===== config.mk =====
export PLATFORM = sky130hd
export DESIGN_NAME = lfsr_frame_descrambler_flat
export DESIGN_NICKNAME = d
export VERILOG_FILES = /design/src/rtl/scrambler_pkg.sv /design/src/rtl/lfsr_frame_descrambler_if.sv /design/src/rtl/lfsr_prbs15.sv /design/src/rtl/lfsr_frame_descrambler.sv /design/src/flat_wrapper.sv
export SDC_FILE = /design/constraint.sdc
export NUM_CORES = 1
export LEC_CHECK = 0
export CAP_MARGIN = 10
export CORE_MARGIN = 10
export CORE_UTILIZATION = 59
export CTS_CLUSTER_SIZE = 14
export DETAILED_ROUTE_END_ITERATION = 8
export GPL_TIMING_DRIVEN = 0
export MAX_ROUTING_LAYER = met4
export PLACE_DENSITY = 0.83
export SYNTH_ARGS = -nofsm -noshare
export SYNTH_HDL_FRONTEND = slang
export SYNTH_SLANG_ARGS = --single-unit

===== constraint.sdc =====
create_clock -name clk -period 3.75 [get_ports clk]
set_input_delay 1.125 -clock clk [delete_from_list [all_inputs] [get_ports clk]]
set_output_delay 1.125 -clock clk [all_outputs]
set_load 0.03 [all_outputs]

===== src/rtl/scrambler_pkg.sv =====
// Shared LFSR and framing definitions for the PRBS15 scrambler and descrambler.
// Both ends import this package, so the polynomial, taps and seed stay in step.
package scrambler_pkg;

    localparam int LFSR_W = 15;
    localparam logic [LFSR_W-1:0] LFSR_SEED = 15'h4A80;

    // Taps of x^15 + x^14 + 1, as bit indices into the state register.
    localparam int TAP_HI = 14;
    localparam int TAP_LO = 13;

    typedef enum logic [1:0] {
        HUNT   = 2'd0,
        VERIFY = 2'd1,
        LOCK   = 2'd2
    } state_t;

    // Keystream bit produced by the current LFSR state.
    function automatic logic lfsr_key(input logic [LFSR_W-1:0] s);
        return s[TAP_HI] ^ s[TAP_LO];
    endfunction

    // One Fibonacci step: shift left, feedback enters the LSB.
    function automatic logic [LFSR_W-1:0] lfsr_step(input logic [LFSR_W-1:0] s);
        return {s[LFSR_W-2:0], lfsr_key(s)};
    endfunction

endpackage


===== src/rtl/lfsr_frame_descrambler_if.sv =====
// Serial input and descrambled output bundle of the frame descrambler.
// The optional sync error counter exists only with DESCR_ERR_CNT_EN defined.
interface lfsr_frame_descrambler_if;

    logic                             serial_input;
    logic                             in_valid;
    logic                             data_out;
    logic                             data_valid;
    logic                             frame_start;
    logic                             locked;
    logic [scrambler_pkg::LFSR_W-1:0] lfsr_out;
`ifdef DESCR_ERR_CNT_EN
    logic [15:0]                      sync_err_cnt;

    modport master (
        output serial_input, in_valid,
        input  data_out, data_valid, frame_start, locked, lfsr_out, sync_err_cnt
    );
    modport slave (
        input  serial_input, in_valid,
        output data_out, data_valid, frame_start, locked, lfsr_out, sync_err_cnt
    );
`else
    modport master (
        output serial_input, in_valid,
        input  data_out, data_valid, frame_start, locked, lfsr_out
    );
    modport slave (
        input  serial_input, in_valid,
        output data_out, data_valid, frame_start, locked, lfsr_out
    );
`endif

endinterface


===== src/rtl/lfsr_prbs15.sv =====
// PRBS15 generator (x^15 + x^14 + 1) with synchronous seed load and step enable.
// Load has priority over enable; key is the keystream bit for the current state.
module lfsr_prbs15
    import scrambler_pkg::*;
#(
    parameter logic [LFSR_W-1:0] SEED = LFSR_SEED
) (
    input  logic              clk,
    input  logic              srst,
    input  logic              load,
    input  logic              enable,
    output logic [LFSR_W-1:0] state,
    output logic              key
);

    logic [LFSR_W-1:0] state_reg;

    // Seed on reset or load, otherwise advance one step per enable.
    always_ff @(posedge clk) begin
        if (srst) begin
            state_reg <= SEED;
        end else if (load) begin
            state_reg <= SEED;
        end else if (enable) begin
            state_reg <= lfsr_step(state_reg);
        end
    end

    assign state = state_reg;
    assign key   = lfsr_key(state_reg);

endmodule


===== src/rtl/lfsr_frame_descrambler.sv =====
// Frame sync hunter and PRBS15 descrambler for the lfsr_scrambler serial stream.
// HUNT searches bit by bit for the sync word, VERIFY needs LOCK_COUNT good slots,
// LOCK flywheels over up to UNLOCK_COUNT-1 consecutive bad slots.
// Optional macro DESCR_ERR_CNT_EN adds a saturating count of bad slots in LOCK.
module lfsr_frame_descrambler
    import scrambler_pkg::*;
#(
    parameter int                  SYNC_LEN     = 8,
    parameter logic [SYNC_LEN-1:0] SYNC_WORD    = 8'h47,
    parameter int                  FRAME_LEN    = 64,
    parameter logic [LFSR_W-1:0]   SEED         = LFSR_SEED,
    parameter int                  LOCK_COUNT   = 3,
    parameter int                  UNLOCK_COUNT = 2
) (
    input  logic                     clk,
    input  logic                     reset,
    lfsr_frame_descrambler_if.slave  bus
);

    localparam int SLOT_LEN = FRAME_LEN + SYNC_LEN;
    localparam int POS_W    = $clog2(SLOT_LEN);
    localparam int GOOD_W   = $clog2(LOCK_COUNT + 1);
    localparam int MISS_W   = $clog2(UNLOCK_COUNT + 1);

    localparam logic [POS_W-1:0] POS_LAST    = POS_W'(SLOT_LEN - 1);
    localparam logic [POS_W-1:0] POS_SYNC0   = POS_W'(FRAME_LEN);

    localparam logic [1:0] ST_HUNT   = HUNT;
    localparam logic [1:0] ST_VERIFY = VERIFY;
    localparam logic [1:0] ST_LOCK   = LOCK;

    logic [1:0]          state_reg,      state_next;
    logic [POS_W-1:0]    pos_reg,        pos_next;
    logic [GOOD_W-1:0]   good_cnt_reg,   good_cnt_next;
    logic [MISS_W-1:0]   miss_cnt_reg,   miss_cnt_next;
    logic [SYNC_LEN-1:0] sync_reg,       sync_next;
    logic                data_out_reg,   data_out_next;
    logic                data_valid_reg, data_valid_next;
    logic                frame_start_reg, frame_start_next;
`ifdef DESCR_ERR_CNT_EN
    logic [15:0]         err_cnt_reg,    err_cnt_next;
`endif

    logic [SYNC_LEN-1:0] sync_shift;
    logic [SYNC_LEN-1:0] bit_eq;
    logic                sync_match;
    logic                lfsr_load;
    logic                lfsr_en;
    logic [LFSR_W-1:0]   lfsr_state;
    logic                lfsr_key_bit;

    // The match is judged on the register value after this bit is shifted in.
    assign sync_shift = {sync_reg[SYNC_LEN-2:0], bus.serial_input};

    genvar gi;
    generate
        for (gi = 0; gi < SYNC_LEN; gi++) begin : g_match
            assign bit_eq[gi] = (sync_shift[gi] == SYNC_WORD[gi]);
        end
    endgenerate

    assign sync_match = &bit_eq;

    lfsr_prbs15 #(
        .SEED   (SEED)
    ) u_prbs (
        .clk    (clk),
        .srst   (reset),
        .load   (lfsr_load),
        .enable (lfsr_en),
        .state  (lfsr_state),
        .key    (lfsr_key_bit)
    );

    // Framing FSM, position tracking and payload descrambling for one input bit.
    always_comb begin
        state_next       = state_reg;
        pos_next         = pos_reg;
        good_cnt_next    = good_cnt_reg;
        miss_cnt_next    = miss_cnt_reg;
        sync_next        = sync_reg;
        data_out_next    = data_out_reg;
        data_valid_next  = 1'b0;
        frame_start_next = 1'b0;
        lfsr_load        = 1'b0;
        lfsr_en          = 1'b0;
`ifdef DESCR_ERR_CNT_EN
        err_cnt_next     = err_cnt_reg;
`endif
        if (bus.in_valid) begin
            sync_next = sync_shift;
            if (state_reg == ST_HUNT) begin
                // Any match is a candidate frame boundary, even inside payload.
                if (sync_match) begin
                    state_next    = ST_VERIFY;
                    pos_next      = '0;
                    good_cnt_next = GOOD_W'(1);
                    lfsr_load     = 1'b1;
                end
            end else if (state_reg == ST_VERIFY || state_reg == ST_LOCK) begin
                if (pos_reg < POS_SYNC0) begin
                    lfsr_en  = 1'b1;
                    pos_next = pos_reg + 1'b1;
                    if (state_reg == ST_LOCK) begin
                        data_out_next    = bus.serial_input ^ lfsr_key_bit;
                        data_valid_next  = 1'b1;
                        frame_start_next = (pos_reg == '0);
                    end
                end else if (pos_reg != POS_LAST) begin
                    pos_next = pos_reg + 1'b1;
                end else begin
                    // Sync slot complete: the next payload always starts from SEED.
                    pos_next  = '0;
                    lfsr_load = 1'b1;
                    if (state_reg == ST_VERIFY) begin
                        if (sync_match) begin
                            good_cnt_next = good_cnt_reg + 1'b1;
                            if (int'(good_cnt_reg) + 1 >= LOCK_COUNT) begin
                                state_next    = ST_LOCK;
                                miss_cnt_next = '0;
                            end
                        end else begin
                            state_next    = ST_HUNT;
                            good_cnt_next = '0;
                        end
                    end else begin
                        if (sync_match) begin
                            miss_cnt_next = '0;
                        end else begin
`ifdef DESCR_ERR_CNT_EN
                            if (err_cnt_reg != 16'hFFFF) begin
                                err_cnt_next = err_cnt_reg + 1'b1;
                            end
`endif
                            if (int'(miss_cnt_reg) + 1 >= UNLOCK_COUNT) begin
                                state_next    = ST_HUNT;
                                miss_cnt_next = '0;
                                good_cnt_next = '0;
                            end else begin
                                miss_cnt_next = miss_cnt_reg + 1'b1;
                            end
                        end
                    end
                end
            end else begin
                // Unused encoding: fall back to hunting.
                state_next = ST_HUNT;
            end
        end
    end

    // State and output registers; reset overrides any in-flight frame.
    always_ff @(posedge clk) begin
        if (reset) begin
            state_reg       <= ST_HUNT;
            pos_reg         <= '0;
            good_cnt_reg    <= '0;
            miss_cnt_reg    <= '0;
            sync_reg        <= '0;
            data_out_reg    <= 1'b0;
            data_valid_reg  <= 1'b0;
            frame_start_reg <= 1'b0;
`ifdef DESCR_ERR_CNT_EN
            err_cnt_reg     <= '0;
`endif
        end else begin
            state_reg       <= state_next;
            pos_reg         <= pos_next;
            good_cnt_reg    <= good_cnt_next;
            miss_cnt_reg    <= miss_cnt_next;
            sync_reg        <= sync_next;
            data_out_reg    <= data_out_next;
            data_valid_reg  <= data_valid_next;
            frame_start_reg <= frame_start_next;
`ifdef DESCR_ERR_CNT_EN
            err_cnt_reg     <= err_cnt_next;
`endif
        end
    end

    assign bus.data_out    = data_out_reg;
    assign bus.data_valid  = data_valid_reg;
    assign bus.frame_start = frame_start_reg;
    assign bus.locked      = (state_reg == ST_LOCK);
    assign bus.lfsr_out    = lfsr_state;
`ifdef DESCR_ERR_CNT_EN
    assign bus.sync_err_cnt = err_cnt_reg;
`else
    // Without the error counter the mismatch path only drives the FSM.
`endif

endmodule


===== src/flat_wrapper.sv =====
// flat-port wrapper written by rule: the top's interface ports become plain ports
module lfsr_frame_descrambler_flat import scrambler_pkg::*;
#(
    parameter int                  SYNC_LEN     = 8,
    parameter logic [SYNC_LEN-1:0] SYNC_WORD    = 8'h47,
    parameter int                  FRAME_LEN    = 64,
    parameter logic [LFSR_W-1:0]   SEED         = LFSR_SEED,
    parameter int                  LOCK_COUNT   = 3,
    parameter int                  UNLOCK_COUNT = 2
)
  (clk, reset, bus_serial_input, bus_in_valid, bus_data_out, bus_data_valid, bus_frame_start, bus_locked, bus_lfsr_out);
  lfsr_frame_descrambler_if bus_i ();
  input  logic clk;
  input  logic reset;
  input wire logic [$bits(bus_i.serial_input)-1:0] bus_serial_input;
  input wire logic [$bits(bus_i.in_valid)-1:0] bus_in_valid;
  output wire logic [$bits(bus_i.data_out)-1:0] bus_data_out;
  output wire logic [$bits(bus_i.data_valid)-1:0] bus_data_valid;
  output wire logic [$bits(bus_i.frame_start)-1:0] bus_frame_start;
  output wire logic [$bits(bus_i.locked)-1:0] bus_locked;
  output wire logic [$bits(bus_i.lfsr_out)-1:0] bus_lfsr_out;
  assign bus_i.serial_input = bus_serial_input;
  assign bus_i.in_valid = bus_in_valid;
  assign bus_data_out = bus_i.data_out;
  assign bus_data_valid = bus_i.data_valid;
  assign bus_frame_start = bus_i.frame_start;
  assign bus_locked = bus_i.locked;
  assign bus_lfsr_out = bus_i.lfsr_out;
  lfsr_frame_descrambler #(.SYNC_LEN(SYNC_LEN), .SYNC_WORD(SYNC_WORD), .FRAME_LEN(FRAME_LEN), .SEED(SEED), .LOCK_COUNT(LOCK_COUNT), .UNLOCK_COUNT(UNLOCK_COUNT)) u_core (.clk(clk), .reset(reset), .bus(bus_i));
endmodule

After elaboration in Yosys (flattened, before gate mapping)
Index checks and enable logic that the tools add are counted.

word-level totals
  flip-flop bits (word level) = 38
  bits of input ports = 4
  word-level logic and storage cells = 94

cells by class
  $add $sub $neg = 5
  magnitude comparators = 3
  equal/unequal tests = 14
  mux-type cells = 37
  bitwise operators = 12
  reduce and logical (&&, ||, !) cells = 14

operators by type and width
  operator                                                number
  >= comparator 32 x 3 -> 1 bit (second input constant)   2
  2-to-1 mux 2 bit                                        21
  2-to-1 mux 7 bit                                        5
  AND reduction 7 bit                                     3
  2-to-1 mux 1 bit                                        11
  inverter 1 bit                                          10
  inequality test 2 x 1 -> 1 bit (second input constant)  4
  inequality test 4 bit (second input constant)           2
  AND reduction 8 bit                                     1
  adder 7 x 1 -> 7 bit (second input constant)            1
  zero test 7 bit                                         1
  less-than comparator 7 bit (second input constant)      1
  inequality test 7 bit (second input constant)           1
  adder 2 x 1 -> 3 bit (second input constant)            2
  inequality test 3 x 2 -> 1 bit (second input constant)  2
  OR reduction 6 bit                                      1
  AND reduction 5 bit                                     1
  OR reduction 5 bit                                      1
  adder 2 x 1 -> 2 bit (second input constant)            2
  inequality test 4 x 2 -> 1 bit (second input constant)  1
  inequality test 3 bit (second input constant)           1
  AND reduction 3 bit                                     1
  nonzero test 3 bit                                      1
  == test 2 x 1 -> 1 bit (second input constant)          1
  7 further kinds                                         8

Longest topological paths before layout
Gate-level depths: netlist of the first run.

  word-level depth = 9
  depth in mapped cells = 8
  mapped depth without buffers = 6

By module
Synthesis of the first run repeated with hierarchy kept, for this count alone.

unflattened totals
  cell total of the unflattened synthesis = 188
  area, all modules = 1821.7 um2

by module, submodules not included
  module                  instances  cells each  area an instance (um2)
  lfsr_frame_descrambler  1          136         1247.4
  lfsr_prbs15             1          52          574.3

Worst setup path after synthesis of the first run
OpenSTA, ideal clock, no wires.

  path kind = input-to-reg
  start = in bus_in_valid
  end = reg u_core.u_prbs.state_reg[14], in the netlist u_core.u_prbs.state[14]
  arrival time = 2.384 ns
  required time = 3.614 ns
  path slack = 1.230 ns
  stages = 6
  cell sequence = buf_4 -> nor4bb_1 -> clkbuf_1 -> buf_2 -> mux2i_1 -> nand3_1

between the ends
  word-level cells in the longest chain between the ends = 2
  elaborated cells between the ends (all ways) = 3
  those cells by class = mux: 2; reduce/logical: 1

ends and longest elaborated chain
  item                                 RTL line                      RTL
  from (decl)                          flat_wrapper.sv:16            input wire logic [$bits(bus_i.in_valid)-1:0] bus_in_valid;
  2-to-1 mux 1 bit                     lfsr_frame_descrambler.sv:90  if (bus.in_valid) begin
  OR reduction 2 bit (no source line)  n/a
  to (signal assigned)                 lfsr_prbs15.sv:25             state_reg <= lfsr_step(state_reg);
  to (decl)                            lfsr_prbs15.sv:16             logic [LFSR_W-1:0] state_reg;

Parallel ways exist; a longest one is shown, timed or not.
A chain may end at the register's enable or synchronous reset.

Worst setup path after layout of the first run
  start = in bus_serial_input
  end = reg u_core.u_prbs.state_reg[10], in the netlist u_core.u_prbs.state[10]

between the ends
  word-level cells in the longest chain between the ends = 5

ends and longest elaborated chain
  item                                 RTL line                      RTL
  from (decl)                          flat_wrapper.sv:15            input wire logic [$bits(bus_i.serial_input)-1:0] bus_serial_input;
  AND reduction 8 bit                  lfsr_frame_descrambler.sv:62  assign sync_match = &bit_eq;
  2-to-1 mux 1 bit                     lfsr_frame_descrambler.sv:94  if (sync_match) begin
  2-to-1 mux 1 bit                     lfsr_frame_descrambler.sv:92  if (state_reg == ST_HUNT) begin
  2-to-1 mux 1 bit                     lfsr_frame_descrambler.sv:90
  OR reduction 2 bit (no source line)  n/a

No other way between the ends.

==> summary.md, run 1 <==
| Metric | Value |
|---|---|
| Nets | between 200 and 300 |
| Post-CTS sizing | 0 |
| Post-placement cell area | around 2200 µm² |
| I/O pin count | 23 |
| Setup CP Type | primary input to register |
| Max Slew Vio Count | 0 |
| Cell row count | 20 |
| Max FFs per register | 15 |
| Postcts setup bufs | 0 |
| Clock-pin transition on the worst setup and hold timing paths | approximately 110 ps |
| Leak pwr | roughly 0.82 nW |
| Via count | 1,702 |
| Hold slack | 479 ps |
| Critical R2R Launch | u_core.state_reg[0] |
| Crit. Startpoint | bus_serial_input |
| Clk_lat worst skew | 340 ps |
| Full die area | between 6000 and 7000 µm² |
| Pwr Density | roughly 280 nW/µm² |
| Synthesized area | approximately 2000 µm² |
| Starting Density | a little over three fifths |
| Status | completed |
| Hold path startpoint | u_core.bus.data_out |
| Synth-to-layout area growth | 15.9% |
| Slew HR | 47.9% |
| Library cells used by synthesis | 46 |
| Detailed-route vias per instance | slightly below 6 |
| Min-Delay Path Class | register to register |
| Post-Syn Instances | about 220 |
| Endpoint with the worst hold slack | u_core.bus.data_out |
| R2r setup slk | ~1100 ps |
| CP endpoint kind | register |
| Tot GR Track Use | about 15% |
| Core ar. | around 3100 µm² |
| IO buf count | 21 |
| F_max | around 320 MHz |
| H-Tree Depth | 2 |
| Skew final | 11.5 ps |
| Req. time, crit path | between 3000 and 4000 ps |
| CTS max path bufs | 2 |
| Syn_nets | around 230 |
| Number of flops mapped to enable cells by yosys | 0 |
| Die height | slightly below 80 µm |
| Maximum VDD drop | between 0.2 and 0.3 mV |
| Final setup vio count | 0 |
| Crit Path Max Fanout | 10 |
| Clock root buffer | clkbuf_4 |
| CTS buffer count | 5 |
| # Max-Cap Violations | 0 |
| Unrepaired setup endpoints after global routing | no |
| # fillers | between 200 and 250 |
| Hpwl dp | roughly 3.3 mm |
| DRC | 0 |
| CTS sink cnt | 38 |
| Register area share after synthesis | a little under 40% |
| Synth Flop Type | dfxtp_1 |
| First-pass GRT wire length | around 7.2 mm |
| FF+latch count, synth | 38 |
| CTS tree | done |
| Period minus WS final | around 3100 ps |
| Post-Route WL | about 4.4 mm |
| Fraction of layout cells with a size suffix above 1 | a little under 8% |
| Grt ovf | 0 |
| Die X | between 70 and 80 µm |
| Setup TNS | 0 ps |
| DRT antenna net count | 0 |
| CP max stage cell | clkdlybuf4s50_1 |
| Critical path's most frequent cell | nor3_1 |
| Worst R2R End | u_core.u_prbs.state[10] |
| Hold depth | 2 |
| Crit path DAT | 3300 ps |
| Initial antenna violation count | 0 |
| Syn Area/Cell | just over 9 µm² |
| GP Congestion | roughly 0.90 |
| Iter 0 DRT Violations | a little under 80 |
| Final WS setup | approximately 660 ps |
| Largest net degree at the start of global routing | 12 |
| Pre-CTS WS | roughly 350 ps |
| Crit path cell chain | clkdlybuf4s50_1 > nand4b_1 > nor3_1 > o21a_1 > clkbuf_1 > nor3_1 |
| Final Cell Area | roughly 2300 µm² |
| Final Hold Vio Count | 0 |
| R2R cell count | 8 |
| CP max stage delay | ~550 ps |
| Startpoint class of the critical path | primary input |
| TritonRoute pass-1 iters | 4 |
| ANT cells | 0 |
| Hold buffers post-CTS | 0 |
| Wire length per cell | 15.4 µm |
| Async SR Flop Fraction | 0% |
| Worst Tran Pin Value | just under 800 ps |
| Vias in the first global route | approximately 1,500 |
| Ys Warns | 0 |
| Period utilisation layout | roughly 82% |
-- synthesized netlist by cell type, types with 3 or more instances --
cell / number / share of area [%]
nand4_1: 3 / 0.95
mux2i_1: 24 / 12
nand3_1: 10 / 2.5
dfxtp_1: 38 / 39
nand2b_1: 3 / 0.95
o21ai_0: 4 / 1.0
nor3_1: 17 / 4.3
a211oi_1: 3 / 1.1
a21oi_1: 9 / 2.3
nand4b_1: 4 / 1.8
clkbuf_1: 6 / 1.1
inv_1: 11 / 2.1
nand2_1: 8 / 1.5
buf_2: 4 / 1.0
or4_1: 3 / 1.1
nor2_1: 17 / 3.2
ha_1: 11 / 7.0
-- power by group --
group          switching, mW  leakage, nW  internal (mW)
Sequential           0.00303        0.307          0.406
Combinational         0.0181        0.482         0.0100
Clock                  0.131       0.0308         0.0675
Total                  0.152        0.819          0.483
-- through the flow --
stage | total power [mW] | std cells | utilization (%)
after floorplan | 0.436 | 216 | -
after global placement | 0.445 | 281 | 71.6
after detailed placement | 0.446 | 281 | 71.6
after CTS | 0.637 | 288 | 73.1
after global routing | 0.657 | 288 | 73.1
final | 0.635 | 288 | 73.1
-- per-layer routing --
layer	part of all wire, %	vias up	global-route usage [%]
li1	-	854	-
met1	45	802	18.2
met2	49	40	22.8
met3	4.6	6	3.80
met4	0.90	0	3.83
met5	0	-	-
-- kinds of logic after synthesis --
family / share of synthesized area [%]
xor+xnor: 0.888
compound gates: 11.9
flops: 38.6
mux: 12.2
simple gates: 24.0
buf+inv: 5.58
fa+ha+maj: 6.98
-- final cells by class --
cell class | instances | area, µm² | share of cell area [%]
Clock buffer | 5 | 37.5 | 1.64
Multi-Input combinational cell | 154 | 1100 | 48.2
Tap cell | 44 | 55.1 | 2.41
Timing Repair Buffer | 21 | 210 | 9.20
Buffer | 13 | 68.8 | 3.01
Clock inverter | 2 | 10.0 | 0.438
Inverter | 11 | 41.3 | 1.81
Sequential cell | 38 | 761 | 33.3
-- worst max path at each step --
stage | to | slack (ps)
global route | u_core.u_prbs.state[10] | 520
finish | u_core.u_prbs.state[10] | 660
floorplan | u_core.u_prbs.state[14] | 1230
CTS | u_core.u_prbs.state[10] | 720
detailed placement | u_core.u_prbs.state[10] | 350
global placement | u_core.u_prbs.state[10] | 350
-- placed cells by master (no fill, tap or decap), types with 3 or more instances in the layout --
cell / n
a211oi_1: 3
a21oi_1: 9
buf_2: 4
clkbuf_1: 6
clkbuf_4: 5
clkdlybuf4s50_1: 21
dfxtp_1: 38
ha_1: 11
inv_1: 11
mux2i_1: 24
nand2_1: 8
nand2b_1: 3
nand3_1: 10
nand4_1: 3
nand4b_1: 4
nor2_1: 17
nor3_1: 17
o21ai_0: 4
or4_1: 3
-- worst max-delay path: cells and delay by family --
family	cells	cell delay [ps]
buf+inv	2	950
simple gates	3	870
compound gates	1	350
Note: power is estimated with default switching activity, not from simulation.
==> run 2, diff against run 1 <==
- CORE_UTILIZATION: 59 -> 55
- PLACE_DENSITY: 0.83 -> 0.79
- clock period: 3.75 -> 3.1 ns (I/O delays scaled with it)
==> run 2 against run 1 <==
Setup slack worse by 360 ps. First-iteration DRC count grew 56%. Sequential share of layout area is 0.34 points lower. Cell count is 1.0% higher. Routed wire length rose by 3.3%. Non-clock buffer count unchanged. Global-route usage grew 0.54 points. Clock skew is 3.4 ps lower. Worst hold slack lost 12 ps. Clock-buffer cell count grew 1. Critical path depth up 1.
==> summary.md, run 2 (synthesis gave the netlist of run 1 again) <==
| Metric | Value |
|---|---|
| Status | completed |
| Core ar. | 3390 µm² (+8.4%) |
| Grt ovf | 0 (unchanged) |
| Critical R2R Launch | u_core.state_reg[0] |
| Die X | 79.9 µm (+2.7%) |
| Clk_lat worst skew | 340 ps (about the same) |
| DRT antenna net count | 0 (unchanged) |
| Period utilisation layout | between 90% and 100% |
| Final setup vio count | 0 (unchanged) |
| Pre-CTS WS | -132 ps (-484 ps) |
| Pwr Density | 349 nW/µm² (+26%) |
| Slew HR | 50.1% (+2.2 points) |
| Hold depth | 2 (unchanged) |
| Via count | 1,679 (-1.4%) |
| Crit path depth | 7 (+1) |
| Initial antenna violation count | 0 (unchanged) |
| R2R cell count | 8 (unchanged) |
| Period minus WS final | 2800 ps |
| CP bufs+invs | 4 (+2) |
| CTS sink cnt | 38 (unchanged) |
| Synth-to-layout area growth | 17.1% |
| I/O pin count | 23 (unchanged) |
| DRC | 0 (unchanged) |
| R2r setup slk | 550 ps (-580 ps) |
| CTS tree | done |
| Clock root buffer | clkbuf_4 |
| # Max-Cap Violations | 0 (unchanged) |
| Worst R2R End | u_core.u_prbs.state[11] |
| CP delay by family, top | buffers and inverters |
| H-Tree Depth | 2 (unchanged) |
| Startpoint class of the critical path | primary input |
| ANT cells | 0 (unchanged) |
| Iter 0 DRT Violations | 120 (+56%) |
| Hold path startpoint | u_core.bus.data_out |
| Largest net degree at the start of global routing | 13 (+1) |
| Crit Path Max Fanout | 10 (unchanged) |
| Detailed-route vias per instance | 5.77 (-2.4%) |
| Req. time, crit path | 3320 ps (-640 ps) |
| IO buf count | 21 (unchanged) |
| Min-Delay Path Class | register to register |
| Crit path cell chain | clkdlybuf4s50_1 > buf_4 > nor4bb_1 > clkbuf_1 > buf_2 > mux2i_1 > nand3_1 |
| CTS buffer count | 5 (unchanged) |
| Commonest non-fill, non-tap cell in the layout | dfxtp_1 |
| Max Slew Vio Count | 0 (unchanged) |
| TritonRoute pass-1 iters | 4 (unchanged) |
| Full die area | 6380 µm² (+5.4%) |
| Unrepaired setup endpoints after global routing | no |
| Cell row count | 21 (+5.0%) |
| Setup CP Type | primary input to register |
| Die height | 79.9 µm (+2.7%) |
| Post-Route WL | 4.57 mm (+3.3%) |
| First-pass GRT wire length | 7.60 mm (+6.1%) |
| Setup TNS | 0 ps (unchanged) |
| Endpoint with the worst hold slack | u_core.bus.data_out |
| Most frequent cells in the layout | dfxtp_1 (38), mux2i_1 (24), clkdlybuf4s50_1 (21) |
| CTS max path bufs | 2 (unchanged) |
| F_max | 357 MHz |
| Final Hold Vio Count | 0 (unchanged) |
| Leak pwr | 0.823 nW (+0.44%) |
| Worst Tran Pin Value | 738 ps (-32.7 ps) |
| Clock-pin transition on the worst setup and hold timing paths | 120 ps (about the same) |
| Final Util | 68.1% (-4.9 points) |
| Max FFs per register | 15 (unchanged) |
| Post-placement cell area | 2240 µm² (+0.11%) |
| Nets | 259 (unchanged) |
| Tot GR Track Use | 15.1% (+0.54 points) |
| Wire length per cell | 15.7 µm (+2.3%) |
| Final Cell Area | 2310 µm² (+1.0%) |
| CP endpoint kind | register |
| Starting Density | 58.2% (-4.9 points) |
| Skew final | 8.15 ps (-3.40 ps) |
| Postcts setup bufs | 0 (unchanged) |
| Fraction of layout cells with a size suffix above 1 | 8.57% (+0.78 points) |
| Vias in the first global route | 1,637 (+8.8%) |
| Crit path DAT | 3020 ps (-280 ps) |
| CP max stage delay | 520 ps (-30 ps) |
| CP max stage cell | clkdlybuf4s50_1 |
| Final WS setup | 300 ps (-356 ps) |
| Hpwl dp | 3.40 mm (+4.5%) |
| GP Congestion | 0.897 (-0.61%) |
| Maximum VDD drop | 0.215 mV (-22%) |
[run 2: stage by stage]
| stage | hold WS, ps | cells | power, mW |
|---|---|---|---|
| after floorplan | 450 | 216 | 0.528 |
| after global placement | 442 | 283 | 0.539 |
| after detailed placement | 451 | 283 | 0.539 |
| after CTS | 468 | 291 | 0.814 |
| after global routing | 497 | 291 | 0.835 |
| final | 467 | 291 | 0.807 |
[run 2: how the worst max path moves through the flow]
stage / from / endpoint / slack, ps
2_1_floorplan: bus_in_valid / u_core.u_prbs.state[14] / 780
3_3_place_gp: bus_serial_input / u_core.u_prbs.state[10] / -140
3_5_place_dp: bus_serial_input / u_core.u_prbs.state[4] / -130
4_1_cts: bus_serial_input / u_core.pos_reg[1] / 220
5_1_grt: bus_in_valid / u_core.u_prbs.state[11] / 110
6_report: bus_in_valid / u_core.u_prbs.state[11] / 300
[run 2: repair_timing]
item,4_1_cts,5_1_grt
endpoints found under the setup margin,0,1
hold buffers,0,0
gates resized for setup,0,1
[run 2: final cells by class]
cell class / instances / area (µm²)
fill: 271 / 1080
tap: 46 / 57.6
sequential: 38 / 761
clock inverter: 2 / 12.5
multi-input combinational: 154 / 1110
buffer: 13 / 68.8
clock buffer: 6 / 51.3
timing repair buffer: 21 / 210
inverter: 11 / 41.3
[run 2: power breakdown]
part	leakage [nW]	internal, mW	switching [mW]
combinational	0.482	0.0121	0.0217
clock	0.0343	0.109	0.169
sequential	0.307	0.491	0.00371
[run 2: routing by layer]
layer  vias up  routed length, µm  track usage [%]
li1        852                  -                -
met1       791               2070             18.0
met2        29               2250             25.0
met3         7                187             3.15
met4         0                 65             4.75
met5         -                  0                -
[run 2: tightest hold or removal path, cell delays in order (launching register included)]
cell	delay, ps
dfxtp_1	330
nand2_1	60
a21oi_1	50
==> run 3, diff against run 2 <==
- ABC_AREA: not set -> 1
- MAX_ROUTING_LAYER: met4 -> not set
==> run 3 against run 2 <==
Via count fell by 3.9%. Synthesized area fell by 2.8%. Non-clock buffer count fell by 5. Sequential share of layout area rose by 0.92 points. Maximum frequency rose by 6.9%. Register-to-register slack improved by 670 ps. Utilization fell by 1.3 points. Critical endpoint is now bus_locked.
==> summary.md, run 3 <==
| Metric | Value |
|---|---|
| Initial antenna violation count | 0 (unchanged) |
| Die X | 79.1 µm (-1.1%) |
| Period utilisation layout | 84.5% (-5.8 points) |
| Core ar. | 3360 µm² (-0.78%) |
| TritonRoute pass-1 iters | 4 (unchanged) |
| Post-Synth Adder-Cell Area | 7.18% (+0.20 points) |
| Min-Delay Path Class | register to register |
| Skew final | 6.11 ps (-2.04 ps) |
| H-Tree Depth | 2 (unchanged) |
| Vias in the first global route | 1,487 (-9.2%) |
| Syn Area/Cell | 7.55 µm² (-17%) |
| Largest family of logic cells by synthesized area | simple AND/OR/NAND/NOR gates |
| CTS max path bufs | 2 (unchanged) |
| # fillers | 317 (+17%) |
| Startpoint class of the critical path | register |
| Pwr Density | 410 nW/µm² (+17%) |
| GP Congestion | 0.844 (-6.0%) |
| Status | completed |
| Final setup vio count | 0 (unchanged) |
| Grt ovf | 0 (unchanged) |
| Placed insts | 322 (+14%) |
| Complex-gate fraction of the synthesized area | 12.0% (+0.14 points) |
| Slew HR | 72.4% (+22 points) |
| Crit path cell chain | inv_1 > ha_1 > clkdlybuf4s50_1 |
| Crit Path Max Fanout | 4 (-6) |
| Postcts setup bufs | 0 (unchanged) |
| Largest net degree at the start of global routing | 11 (-2) |
| Tot GR Track Use | 13.1% (-2.1 points) |
| DRT antenna net count | 0 (unchanged) |
| Cell row count | 21 (unchanged) |
| Area leader, netlist | dfxtp_1 |
| Setup TNS | 0 ps (unchanged) |
| Die height | 79.1 µm (-1.1%) |
| First-pass GRT wire length | 6.71 mm (-12%) |
| F_max | 382 MHz (+6.9%) |
| Crit path DAT | 1690 ps (-1330 ps) |
| Commonest non-fill, non-tap cell in the layout | nand2_1 |
| Synth Flop Type | dfxtp_1 |
| Most frequent cells in the layout | nand2_1 (68), dfxtp_1 (38), nor2_1 (27) |
| I/O pin count | 23 (unchanged) |
| CP max stage delay | 690 ps (+170 ps) |
| Post-CTS sizing | 0 (unchanged) |
| Starting Density | 57.0% (-1.2 points) |
| Count of non-filler cells in the finished layout | 328 (+13%) |
| CTS sink cnt | 38 (unchanged) |
| CTS tree | done |
| Max Slew Vio Count | 0 (unchanged) |
| Async SR Flop Fraction | 0% (unchanged) |
| Period minus WS final | 2620 ps (-180 ps) |
| Synthesized area | 1920 µm² (-2.8%) |
| Synth top area share | 39.7% (+1.1 points) |
| Number of flops mapped to enable cells by yosys | 0 (unchanged) |
| Wire length per cell | 11.9 µm (-24%) |
| PnR Total Power | 0.921 mW (+14%) |
| Largest cells by area after synthesis | dfxtp_1 (40%), nand2_1 (13%), ha_1 (7.2%), nor2_1 (5.3%), a21oi_1 (4.7%) |
| CP endpoint kind | output port |
| Ys Warns | 0 (unchanged) |
| Final Hold Vio Count | 0 (unchanged) |
| Final WS setup | 481 ps (+180 ps) |
| Full die area | 6250 µm² (-2.1%) |
| Hpwl dp | 2.91 mm (-15%) |
| Worst Tran Pin Value | 415 ps (-323 ps) |
| Post-placement cell area | 2200 µm² (-2.0%) |
| Unrepaired setup endpoints after global routing | no |
| FF+latch count, synth | 38 (unchanged) |
| Maximum VDD drop | 0.243 mV (+13%) |
| Setup CP Type | register to output port |
| Req. time, crit path | 2170 ps (-1150 ps) |
| Nets | 298 (+15%) |
| Detailed-route vias per instance | 4.92 (-15%) |
| Library cells used by synthesis | 26 (-43%) |
| Clock-pin transition on the worst setup and hold timing paths | 100 ps (-20 ps) |
| # Max-Cap Violations | 0 (unchanged) |
| Clk_lat worst skew | 350 ps (about the same) |
| Fraction of layout cells with a size suffix above 1 | 13.1% (+4.5 points) |
| Mux cell area share after synthesis | 0% (-12 points) |
| Clock root buffer | clkbuf_4 |
| CP max stage cell | clkdlybuf4s50_1 |
| Pre-CTS WS | 547 ps (+679 ps) |
| Hold buffers post-CTS | 0 (unchanged) |
| Syn_nets | 269 (+16%) |
| Post-Syn Instances | 254 (+18%) |
| Leak pwr | 0.900 nW (+9.4%) |
| Register area share after synthesis | 39.7% (+1.1 points) |
| Count leader, synth | nand2_1 |
| Post-Route WL | 3.92 mm (-14%) |
| Post-synthesis xor/xnor area fraction | 0.913% (+0.025 points) |
| Simple-gate share of the synthesized area | 31.8% (+7.8 points) |
| DRC | 0 (unchanged) |
| Max FFs per register | 15 (unchanged) |
| Via count | 1,613 (-3.9%) |
| Synth-to-layout area growth | 17.2% (about the same) |
| Synth cell count leaders | nand2_1 (68), dfxtp_1 (38), nor2_1 (27), inv_1 (21), a21oi_1 (18) |
| ANT cells | 0 (unchanged) |
| Iter 0 DRT Violations | 49 (-59%) |
| IO buf count | 22 (+4.8%) |
| CTS buffer count | 5 (unchanged) |
| Final Cell Area | 2250 µm² (-2.7%) |
-- run 3: cell count changes after synthesis, moves of 9 or more --
cell and delta:
nor2_1 +10, nand2_1 +60, a21oi_2 +10, nor3_1 -10, mux2i_1 -24, inv_1 +10, a21oi_1 +9
-- run 3: final cells by class --
type,instances,area [µm²],area share (%)
multi-input combinational,184,995,44.3
sequential,38,761,33.9
timing repair buffer,22,220,9.80
inverter,25,98.8,4.40
buffer,7,63.8,2.84
tap,46,57.6,2.56
clock buffer,6,51.3,2.28
-- run 3: per-stage QoR --
step           hold WS, ps  util [%]
4_1_cts                466      66.8
3_3_place_gp           444      65.3
2_1_floorplan          429         -
6_report               466      66.8
3_5_place_dp           452      65.3
5_1_grt                494      66.8
-- run 3: path summary, 6_finish.rpt --
| path | from | end | slack [ps] | cells past startpoint |
|---|---|---|---|---|
| worst max-delay path | u_core.state_reg[0] | bus_locked | 480 | 3 |
| worst min-delay path | u_core.sync_reg[6] | u_core.sync_reg[6] | 470 | 2 |
| worst max register to register | u_core.state_reg[1] | u_core.u_prbs.state[7] | 1220 | 10 |
| worst min register to register | u_core.sync_reg[6] | u_core.sync_reg[6] | 470 | 2 |
-- run 3: logic make-up after synthesis --
kind of cell	Yosys count
buf+inv	32
simple gates	133
compound gates	38
flops	38
xor+xnor	2
fa+ha+maj	11
-- run 3: routing by layer --
metal | up-vias | track usage [%] | wire (µm)
li1 | 870 | - | -
met1 | 708 | 16.0 | 1870
met2 | 25 | 19.4 | 1730
met3 | 10 | 4.84 | 241
met4 | 0 | 6.81 | 80
met5 | - | 0 | 0
-- run 3: critical path, delay by kind of cell, from the launching register on --
kind | cells | cell delay (ps)
buf+inv | 2 | 800
flops | 1 | 350
fa+ha+maj | 1 | 210
-- run 3: power by group --
group	internal (mW)	leakage (nW)	total, mW	switching, mW
Combinational	0.0540	0.562	0.153	0.0994
Clock	0.102	0.0302	0.255	0.153
Sequential	0.502	0.308	0.513	0.0108
Total	0.659	0.900	0.921	0.263
